--- src/rtl/pc_unit.sv ---
// Program-counter unit for the multicycle datapath.
// It selects the next PC from the ALU result, ALUOut, the jump target or the
// return-address stack. It also handles beq/bne gating, exception entry with
// EPC capture, and flags misaligned targets.
module pc_unit #(
    parameter int              XLEN         = 32,
    parameter logic [XLEN-1:0] RESET_VECTOR = '0,
    parameter logic [XLEN-1:0] EXC_VECTOR   = 32'h8000_0180,
    parameter int              RAS_DEPTH    = 4
) (
    input  logic            clk,
    input  logic            reset,
    input  logic [XLEN-1:0] aluresult,
    input  logic [XLEN-1:0] aluout,
    input  logic [25:0]     addr26,
    input  logic            zero,
    input  logic            pc_write,
    input  logic            pc_write_cond,
    input  logic            branch_ne,
    input  logic [2:0]      pc_source,
    input  logic            ras_push,
    input  logic            exception,
    output logic [XLEN-1:0] pcvalue,
    output logic [XLEN-1:0] epc,
    output logic            ras_empty,
    output logic            ras_full,
    output logic            ras_underflow,
    output logic            misaligned
);

    localparam int PW = $clog2(RAS_DEPTH);
    localparam int CW = PW + 1;

    logic [XLEN-1:0] pc_q, pc_d;
    logic [XLEN-1:0] epc_q, epc_d;
    logic [XLEN-1:0] stack_q [RAS_DEPTH];
    logic [XLEN-1:0] stack_d [RAS_DEPTH];
    logic [PW-1:0]   sp_q, sp_d;      // next free slot; top entry sits at sp_q-1
    logic [CW-1:0]   cnt_q, cnt_d;
    logic            uf_q, uf_d;
    logic            mis_q, mis_d;

    logic            take, upd, load, pop;
    logic [XLEN-1:0] jump_tgt, tgt, ras_top;
    logic [PW-1:0]   top_idx;

    // Next-state selection: exception first, then gated PC load and RAS bookkeeping.
    always_comb begin
        take     = (zero ^ branch_ne) & pc_write_cond;
        upd      = pc_write | take;
        jump_tgt = {pc_q[XLEN-1:28], addr26, 2'b00};
        top_idx  = sp_q - PW'(1);
        ras_top  = stack_q[top_idx];

        pc_d    = pc_q;
        epc_d   = epc_q;
        stack_d = stack_q;
        sp_d    = sp_q;
        cnt_d   = cnt_q;
        uf_d    = 1'b0;
        mis_d   = 1'b0;
        load    = 1'b0;
        pop     = 1'b0;
        tgt     = pc_q;

        if (exception) begin
            pc_d  = EXC_VECTOR;
            epc_d = pc_q;
        end else begin
            if (upd) begin
                case (pc_source)
                    3'b000: begin tgt = aluresult; load = 1'b1; end
                    3'b001: begin tgt = aluout;    load = 1'b1; end
                    3'b010: begin tgt = jump_tgt;  load = 1'b1; end
                    3'b100: begin
                        if (cnt_q != '0) begin
                            tgt  = ras_top;
                            load = 1'b1;
                            pop  = 1'b1;
                        end else begin
                            uf_d = 1'b1;
                        end
                    end
                    default: ;
                endcase
            end

            if (load) begin
                pc_d  = tgt;
                mis_d = |tgt[1:0];
            end

            // A push together with a pop replaces the top entry in place.
            // A push on a full stack wraps around and overwrites the oldest slot.
            if (pop && ras_push) begin
                stack_d[top_idx] = pc_q;
            end else if (pop) begin
                sp_d  = top_idx;
                cnt_d = cnt_q - CW'(1);
            end else if (ras_push) begin
                stack_d[sp_q] = pc_q;
                sp_d          = sp_q + PW'(1);
                if (cnt_q != CW'(RAS_DEPTH))
                    cnt_d = cnt_q + CW'(1);
            end
        end
    end

    // State registers with asynchronous active-high reset.
    always_ff @(posedge clk or posedge reset) begin
        if (reset) begin
            pc_q    <= RESET_VECTOR;
            epc_q   <= '0;
            stack_q <= '{default: '0};
            sp_q    <= '0;
            cnt_q   <= '0;
            uf_q    <= 1'b0;
            mis_q   <= 1'b0;
        end else begin
            pc_q    <= pc_d;
            epc_q   <= epc_d;
            stack_q <= stack_d;
            sp_q    <= sp_d;
            cnt_q   <= cnt_d;
            uf_q    <= uf_d;
            mis_q   <= mis_d;
        end
    end

    assign pcvalue       = pc_q;
    assign epc           = epc_q;
    assign ras_empty     = (cnt_q == '0);
    assign ras_full      = (cnt_q == CW'(RAS_DEPTH));
    assign ras_underflow = uf_q;
    assign misaligned    = mis_q;

endmodule

--- config.mk ---
export PLATFORM = sky130hd
export DESIGN_NAME = pc_unit
export DESIGN_NICKNAME = d
export VERILOG_FILES = /design/src/rtl/pc_unit.sv
export SDC_FILE = /design/constraint.sdc
export NUM_CORES = 1
export LEC_CHECK = 0
export CAP_MARGIN = 15
export CORE_MARGIN = 5
export CORE_UTILIZATION = 45
export CTS_BUF_LIST = sky130_fd_sc_hd__clkbuf_4 sky130_fd_sc_hd__clkbuf_8
export DETAILED_ROUTE_END_ITERATION = 16
export DONT_BUFFER_PORTS = 1
export PLACE_DENSITY = 0.6
export SLEW_MARGIN = 20
export SYNTH_ARGS = -nofsm -noshare
export SYNTH_HDL_FRONTEND = slang
export SYNTH_SLANG_ARGS = --single-unit
--- constraint.sdc ---
create_clock -name clk -period 8 [get_ports clk]
set_input_delay 1.2 -clock clk [delete_from_list [all_inputs] [get_ports clk]]
set_output_delay 1.2 -clock clk [all_outputs]
set_load 0.01 [all_outputs]
# After elaboration in Yosys (flattened, before gate mapping)
# Index checks and enable logic that the tools add are counted.
[word_totals] register_bits=199 output_inout_bits=68
[op_classes] n_eq_ne=8 mux=36 magnitude_cmp=4 reduce_logical=20 n_addsub=4 bitwise=7
[op_table] cell="2-to-1 mux 128 bit" count=3
[op_table] cell="2-to-1 mux 32 bit" count=9
[op_table] cell="bitwise mux 128 bit" count=2
[op_table] cell="demux 32 bit (select 2 bit)" count=2
[op_table] cell="one-hot mux 32 bit (4 select lines)" count=1
[op_table] cell="binary-select mux 32 bit (select 2 bit)" count=1
[op_table] cell="2-to-1 mux 1 bit" count=12
[op_table] cell="nonzero test 2 bit" count=5
[op_table] cell="2-to-1 mux 3 bit" count=3
[op_table] cell="AND reduction 4 bit" count=2
[op_table] cell="== test 3 bit (second input constant)" count=2
[op_table] cell=">= comparator 3 bit (second input constant)" count=2
[op_table] cell="logical NOT 3 bit" count=2
[op_table] cell="less-than comparator 3 x 1 -> 1 bit (second input constant)" count=2
[op_table] cell="!= test 3 bit (second input constant)" count=2
[op_table] cell="NOT 2 -> 3 bit" count=2
[op_table] cell="AND reduction 3 bit" count=2
[op_table] cell="AND reduction 5 bit" count=1
[op_table] cell="nonzero test 5 bit" count=1
[op_table] cell="2-to-1 mux 2 bit" count=2
[op_table] cell="nonzero test 4 bit" count=1
[op_table] cell="adder 3 x 1 -> 3 bit (second input constant)" count=1
[op_table] cell="== test 3 x 1 -> 1 bit (second input constant)" count=1
[op_table] cell="== test 3 x 2 -> 1 bit (second input constant)" count=1
[op_table] cell="other kinds (14)" count=17

# Logic depth before layout (Yosys ltp)
# Gate-level depths: netlist (run 1).
[depth] word_depth=12 ltp_mapped=13

# Worst setup path after synthesis (run 1)
# Ideal clock, no wire load.
[synth_path] path_kind="input port to flip-flop" start="input pc_source[0]" end="register stack_q[21] (netlist name)" path_buffers=5 stages=13 setup_slack_ns=4.480 arrival_ns=3.396 setup_ns=0.125 path_cell_list="buf_2 -> nor2_2 -> and3_4 -> buf_6 -> buf_4 -> nand2_1 -> inv_1 -> ha_1 -> clkbuf_1 -> mux2i_1 -> nor2_1 -> buf_2 -> mux2_2"
[synth_between] elab_chain_cells=7 word_cells_on_any_way=9
[synth_lines] element="start: declaration" line="20" text="input logic [2:0] pc_source,"
[synth_lines] element="== test 3 bit *" line="71" text="case (pc_source)"
[synth_lines] element="2-to-1 mux 1 bit *" line="71"
[synth_lines] element="2-to-1 mux 1 bit *" line="70" text="if (upd) begin"
[synth_lines] element="2-to-1 mux 1 bit *" line="66" text="if (exception) begin"
[synth_lines] element="logical AND 1 bit" line="95" text="if (pop && ras_push) begin"
[synth_lines] element="!= test 2 x 1 -> 1 bit (no source line) or nonzero test 2 bit (tied branches)"
[synth_lines] element="AND reduction 3 bit (no source line)"
[synth_lines] element="end signal: assignment" line="122" text="stack_q <= stack_d;"
[synth_lines] element="end: declaration" line="36" text="logic [XLEN-1:0] stack_q [RAS_DEPTH];"
# Mark *: on every way between the ends. The rest lies on a longest branch, timed or not. The select of a mux whose other input is x is not followed.
# A chain may end at the register's enable or synchronous reset.

# Worst setup path in the final report (run 1)
[layout_path] start="input pc_source[1]" end="register stack_q[27] (netlist name)"
# The elaborated chain is that of the path after synthesis.

==> results of run 1 <==
[kinds of logic (layout without fill, tap and decap cells)]
kind of cell	after synthesis	in the layout	share of synthesized area (%)
and+or+nand+nor	57	57	3.92
AOI/OAI and AO/OA	112	112	8.89
adders and majority gates	9	9	1.26
muxes	228	228	30.3
xor gates and xnor gates	2	2	0.184
buffers and inverters	67	50	3.12
DFF	199	199	52.3
[cells in the mapped netlist (2+ instances only)]
library cell    n  area share, %
dfrtp_1       199             52
mux2_2        151             18
a22o_1         53            4.9
mux2i_1        36            3.8
mux4_2         32            7.6
o21ai_0        28            1.5
buf_2          27            1.4
nand3b_1       27            2.1
clkbuf_1       21           0.83
inv_1          12           0.47
mux2_1          9            1.1
ha_1            8            1.1
nor2_1          8           0.32
a21oi_1         4           0.21
a22oi_1         4           0.32
buf_1           4           0.16
nor3_1          4           0.21
nand3_1         3           0.16
o2bb2ai_1       3           0.28
a2111o_1        2           0.24
a31oi_1         2           0.13
nand2_1         2          0.079
o21ba_2         2           0.21
o221ai_1        2           0.18
o22ai_1         2           0.13
or2_2           2           0.13
or3_1           2           0.13
[where the power goes]
part / internal [mW] / leakage [nW] / total (mW) / switching, mW
Combinational: 0.372 / 1.78 / 0.733 / 0.362
Clock: 0.284 / 0.191 / 0.633 / 0.349
Sequential: 1.17 / 2.67 / 1.28 / 0.112
[sequential cells by signal, indices dropped and copies added, names as in the netlist]
signal,count
stack_q,128
epc,32
pcvalue,32
cnt_q,3
sp_q,2
misaligned,1
ras_underflow,1
[worst min-delay path by stage]
stage          slack (ns)                startpoint                       end
6_report             0.49   stack_q[65]$_DFFE_PP0P_   stack_q[65]$_DFFE_PP0P_
5_1_grt              0.51   stack_q[28]$_DFFE_PP0P_   stack_q[28]$_DFFE_PP0P_
4_1_cts              0.50   stack_q[65]$_DFFE_PP0P_   stack_q[65]$_DFFE_PP0P_
3_5_place_dp         0.48   stack_q[65]$_DFFE_PP0P_   stack_q[65]$_DFFE_PP0P_
3_3_place_gp         0.46  stack_q[124]$_DFFE_PP0P_  stack_q[124]$_DFFE_PP0P_
2_1_floorplan        0.45   stack_q[65]$_DFFE_PP0P_   stack_q[65]$_DFFE_PP0P_
[metrics by stage]
step | power [mW] | worst slack [ns] | cell area [µm²]
after floorplan | 1.86 | 1.37 | 9520
after global routing | 2.80 | 4.07 | 10200
after CTS | 2.68 | 4.23 | 10200
after global placement | 2.01 | 3.76 | 9680
final | 2.65 | 4.29 | 10200
after detailed placement | 2.05 | 3.81 | 9760
[cells in the final DEF, fill, tap and decap left out, types with 2 or more instances in the layout]
cell / n
a2111o_1: 2
a21oi_1: 4
a22o_1: 53
a22oi_1: 4
a31oi_1: 2
buf_16: 3
buf_4: 3
clkbuf_8: 21
clkinv_4: 3
clkinvlp_4: 3
dfrtp_1: 198
ha_1: 7
inv_1: 11
mux2_1: 9
mux2_2: 151
mux2i_1: 36
mux4_2: 32
nand2_1: 2
nand3_1: 3
nand3b_1: 27
nor2_1: 4
nor2_4: 4
nor3_1: 3
o21ai_0: 28
o21ba_2: 2
o221ai_1: 2
o22ai_1: 2
o2bb2ai_1: 3
or2_2: 2
or3_1: 2
[routing by layer]
metal / part of all wire [%] / vias to the layer above
met3: 6.2 / 28
met1: 44 / 2980
met5: 0 / -
met2: 48 / 179
li1: - / 2479
met4: 1.7 / 0
[final cells by class]
type	instances	area (µm²)	area share [%]
Tap cell	275	344	3.39
Timing Repair Buffer	6	105	1.04
Clock inverter	9	92.6	0.912
Multi-Input combinational cell	408	4280	42.1
Inverter	13	56.3	0.555
Clock buffer	22	297	2.92
Sequential cell	199	4980	49.1
==> results_dict.tcl, run 1 <==
set metrics [dict create \
    hold-worst-slack_ns 0.495 \
    worst_skew_pair.late_latency_ns 0.46 \
    hold_class "register to register" \
    crit_path_end "stack_q[27]$_DFFE_PP0P_" \
    tightest_slew_ns 1.07 \
    layout.nets 755 \
    tritoncts "built" \
    antenna_left 0 \
    routed_wl_um 21600 \
    startpoint "pc_source[1]" \
    vdd_ir_drop_max_mv 0.139 \
    cts_resized 0 \
    clkSlewWorstSetupHoldPaths_ns 0.09 \
    p_leak_nw 4.64 \
    hold_buffers 0 \
    die_y_um 155 \
    fin_cells 932 \
    grt_max_degree 127 \
    path_depth 8 \
    finalHoldViolations 0 \
    crit_arrival_ns 4.04 \
    cp-start-kind "input pin" \
    core_area_um2 20900 \
    postLayoutCoreUtil_pct 48.6 \
    yosys_register_bits 199 \
    syn_area_um2 9520 \
    cts-buffers-inserted 17 \
    cts.sinks 199 \
    min_period_ns 3.71 \
    vias 5666 \
    portBuffers 0 \
    drc_errors 0 \
    dp.final_hpwl_um 13800 \
    r2r_end "pcvalue[0]$_DFFE_PP0P_" \
    path_cells "nor2_2 -> and3_4 -> nand2_1 -> inv_1 -> ha_1 -> mux2i_1 -> nor2_4 -> mux2_2" \
    cp_num_buf_inv 1 \
    drt_iter0_markers 246 \
    antenna_found_initial 0 \
    cts_setup_buffers 0 \
    globalRoute.totalOverflow 0 \
    tns_ns 0 \
    reg2reg_slack_ns 4.30 \
    drive_gt1_share_pct 35.8 \
    clockBufferDepth 2 \
    cp.required_ns 8.33 \
    fmax_mhz 270 \
    avgRoutedWirePerCell_um 23.2 \
    grt.busiest_layer "met2" \
    worstPathMaxFanout 56 \
    setup_violations 0 \
    holdPathStages 1 \
    drv_slew 0 \
    place.gp.congestion 0.746 \
    h-tree-depth 4 \
    grt_setup_unrepaired "false" \
    start_util_pct 45.6 \
    placed_cells 901 \
    use_met3_pct 4.03 \
    area_delta_synth_final_pct 6.69 \
    skew_ns 0.0154 \
    critPathKind "input pin to register" \
    dieArea_um2 24200 \
    cap_violations 0 \
    ys_async_sr_fraction_pct 100 \
    ys.flop_type "dfrtp_1" \
    pin_count 169 \
    rows 53 \
    via_per_inst 6.08 \
    n_fill_cell 1794 \
    r2r_start "sp_q[0]$_DFFE_PP0P_" \
    status "finished, final reports clean" \
    cpLargestDelayFamily "simple AND/OR/NAND/NOR gates" \
    syn_avg_cell_area_um2 14.1 \
    ff2ff_path_depth 6 \
    met1_usage_pct 25.5 \
    critPathSlowestCell "nor2_4" \
    cp-end-kind "register" \
    first_pass_iters 5 \
    track_usage_pct 18.3 \
    slew_headroom_pct 28.2 \
    ys.warnings.count 0 \
    netlist_instances 674 \
    synth_cell_type_count 52 \
    fin_crit_sh_pct 46.3 \
    die-width_um 155 \
    yosysSeqAreaShare_pct 52.3 \
    grt_pass1_vias 6068 \
    grtUsageMet2_pct 28.7 \
    syn_nets 784 \
    clk_root_buffer_cell "clkbuf_8" \
    p_per_area_nw_per_um2 261 \
    antenna-diode-count 0 \
    grt_pass1_wl_um 34800 \
    cpPeakStageDelay_ns 0.82 \
    synth_edf_count 0 \
]
Note: power is estimated with default switching activity, not from simulation.
==> inputs of run 2 (changes only) <==
- PLACE_DENSITY: 0.6 -> 0.62
- clock period: 8 -> 3.3 ns (I/O delays scaled with it)
==> results_dict.tcl, run 2 (synthesis results as in run 1) <==
set metrics [dict create \
    area_delta_synth_final_pct 7.55 \
    finalHoldViolations 0 \
    p_leak_nw 4.69 \
    antenna_found_initial 0 \
    p_int_mw 4.50 \
    power_frac_seq_pct 48.1 \
    mostFrequentLayoutCell "dfrtp_1" \
    n_fill_cell 1796 \
    track_usage_pct 18.4 \
    multi_input_comb_area_um2 4280 \
    worst_skew_pair.late_latency_ns 0.47 \
    rows 53 \
    crit_arrival_ns 3.13 \
    core_area_um2 20900 \
    tns_ns 0 \
    fin_crit_sh_pct 84.3 \
    final_cell_mix "dfrtp_1 (198), mux2_2 (151), a22o_1 (53)" \
    clkSlewWorstSetupHoldPaths_ns 0.10 \
    place.gp.congestion 0.755 \
    largest_reg_flops 128 \
    hold_buffers 0 \
    grt_pass1_wl_um 35000 \
    first_pass_iters 5 \
    start_util_pct 45.6 \
    vdd_ir_drop_max_mv 0.252 \
    drv_slew 0 \
    h-tree-depth 4 \
    cp-end-kind "register" \
    clk_root_buffer_cell "clkbuf_8" \
    p_clk_share_pct 24.6 \
    switching_power_mw 2.04 \
    power_frac_comb_pct 27.3 \
    drt_iter0_markers 266 \
    power_mw 6.55 \
    worstPathMaxFanout 25 \
    die_y_um 155 \
    hold_class "input pin to asynchronous set/reset pin" \
    tritoncts "built" \
    p_per_area_nw_per_um2 640 \
    globalRoute.totalOverflow 0 \
    switching_share_pct 31.2 \
    critPathKind "register to register" \
    seqCellArea_um2 4980 \
    largest_register "stack_q" \
    routed_wl_um 21700 \
    cts-buffers-inserted 17 \
    pin_count 169 \
    drc_errors 0 \
    portBuffers 0 \
    slew_headroom_pct 37.4 \
    via_per_inst 6.00 \
    cts_resized 0 \
    avgRoutedWirePerCell_um 23.0 \
    dp.final_hpwl_um 13900 \
    layout.nets 763 \
    drive_gt1_share_pct 36.5 \
    vias 5642 \
    cts_setup_buffers 0 \
    setup_violations 0 \
    die-width_um 155 \
    cp.required_ns 3.65 \
    status "finished, final reports clean" \
    antenna-diode-count 0 \
    clockBufferDepth 2 \
    antenna_left 0 \
    min_period_ns 2.78 \
    cp-start-kind "register" \
    dieArea_um2 24200 \
    grt_max_degree 102 \
    cap_violations 0 \
    skew_ns 0.0155 \
    cts.sinks 199 \
    grt_setup_unrepaired "false" \
    grt_pass1_vias 6171 \
    fmax_mhz 360 \
    tightest_slew_ns 0.934 \
]
run 2: changes by cell type in the layout (fill, tap and decap cells not counted), sizes merged:
cell      delta
inv          +2
clkinv       +1
buf          +8
bufinv       +1
clkbuf       -2
clkinvlp     -2
run 2: power by group through the flow:
stage	registers [mW]	clock network [mW]	logic [mW]
after floorplan	3.08	0	1.44
after global placement	3.16	0	1.77
after detailed placement	3.20	0	1.82
after CTS	3.15	1.66	1.83
after global routing	3.20	1.76	1.96
final	3.15	1.61	1.79
run 2: area by class of cell:
type	instances	area share [%]
timing repair buffer	14	1.64
clock buffer	20	2.63
tap	275	3.36
clock inverter	11	1.39
multi-input combinational	408	41.8
sequential	199	48.7
inverter	13	0.514
run 2: layer usage:
layer	wire length [µm]	track usage, %	vias to the layer above
met5	0	0	-
met4	378	6.04	0
met3	1280	4.28	31
met2	10500	29.5	179
met1	9540	24.9	2943
li1	-	-	2489
run 2: worst max-delay path: stages (launching register included):
cell	delay (ns)
dfrtp_1	0.43
or3_1	0.50
and3_4	0.22
nand2_1	0.12
inv_1	0.06
ha_1	0.26
mux2i_1	0.18
nor2_4	0.27
buf_12	0.25
mux2_2	0.36
run 2: through the flow:
stage | cells | area [µm²] | hold WS (ns) | setup slack (ns) | util, %
floorplan | 674 | 9520 | 0.452 | 0.231 | -
global placement | 909 | 9820 | 0.462 | 0.632 | 47.0
detailed placement | 909 | 9820 | 0.473 | 0.554 | 47.0
CTS | 940 | 10200 | 0.0760 | 0.529 | 49.0
global route | 940 | 10200 | 0.0809 | 0.423 | 49.0
finish | 940 | 10200 | 0.0642 | 0.519 | 49.0
run 2: path summary, 6_finish.rpt:
path | startpoint | end | slack, ns | depth (start not counted)
max reg2reg | cnt_q[1]$_DFFE_PP0P_ | stack_q[99]$_DFFE_PP0P_ | 0.52 | 9
min reg2reg | stack_q[124]$_DFFE_PP0P_ | stack_q[124]$_DFFE_PP0P_ | 0.49 | 1
max in group asynchronous | reset | stack_q[99]$_DFFE_PP0P_ | 2.79 | 2
min | reset | stack_q[24]$_DFFE_PP0P_ | 0.06 | 2
max | cnt_q[1]$_DFFE_PP0P_ | stack_q[99]$_DFFE_PP0P_ | 0.52 | 9
min in group clk | exception | ras_underflow$_DFF_PP0_ | 0.11 | 1
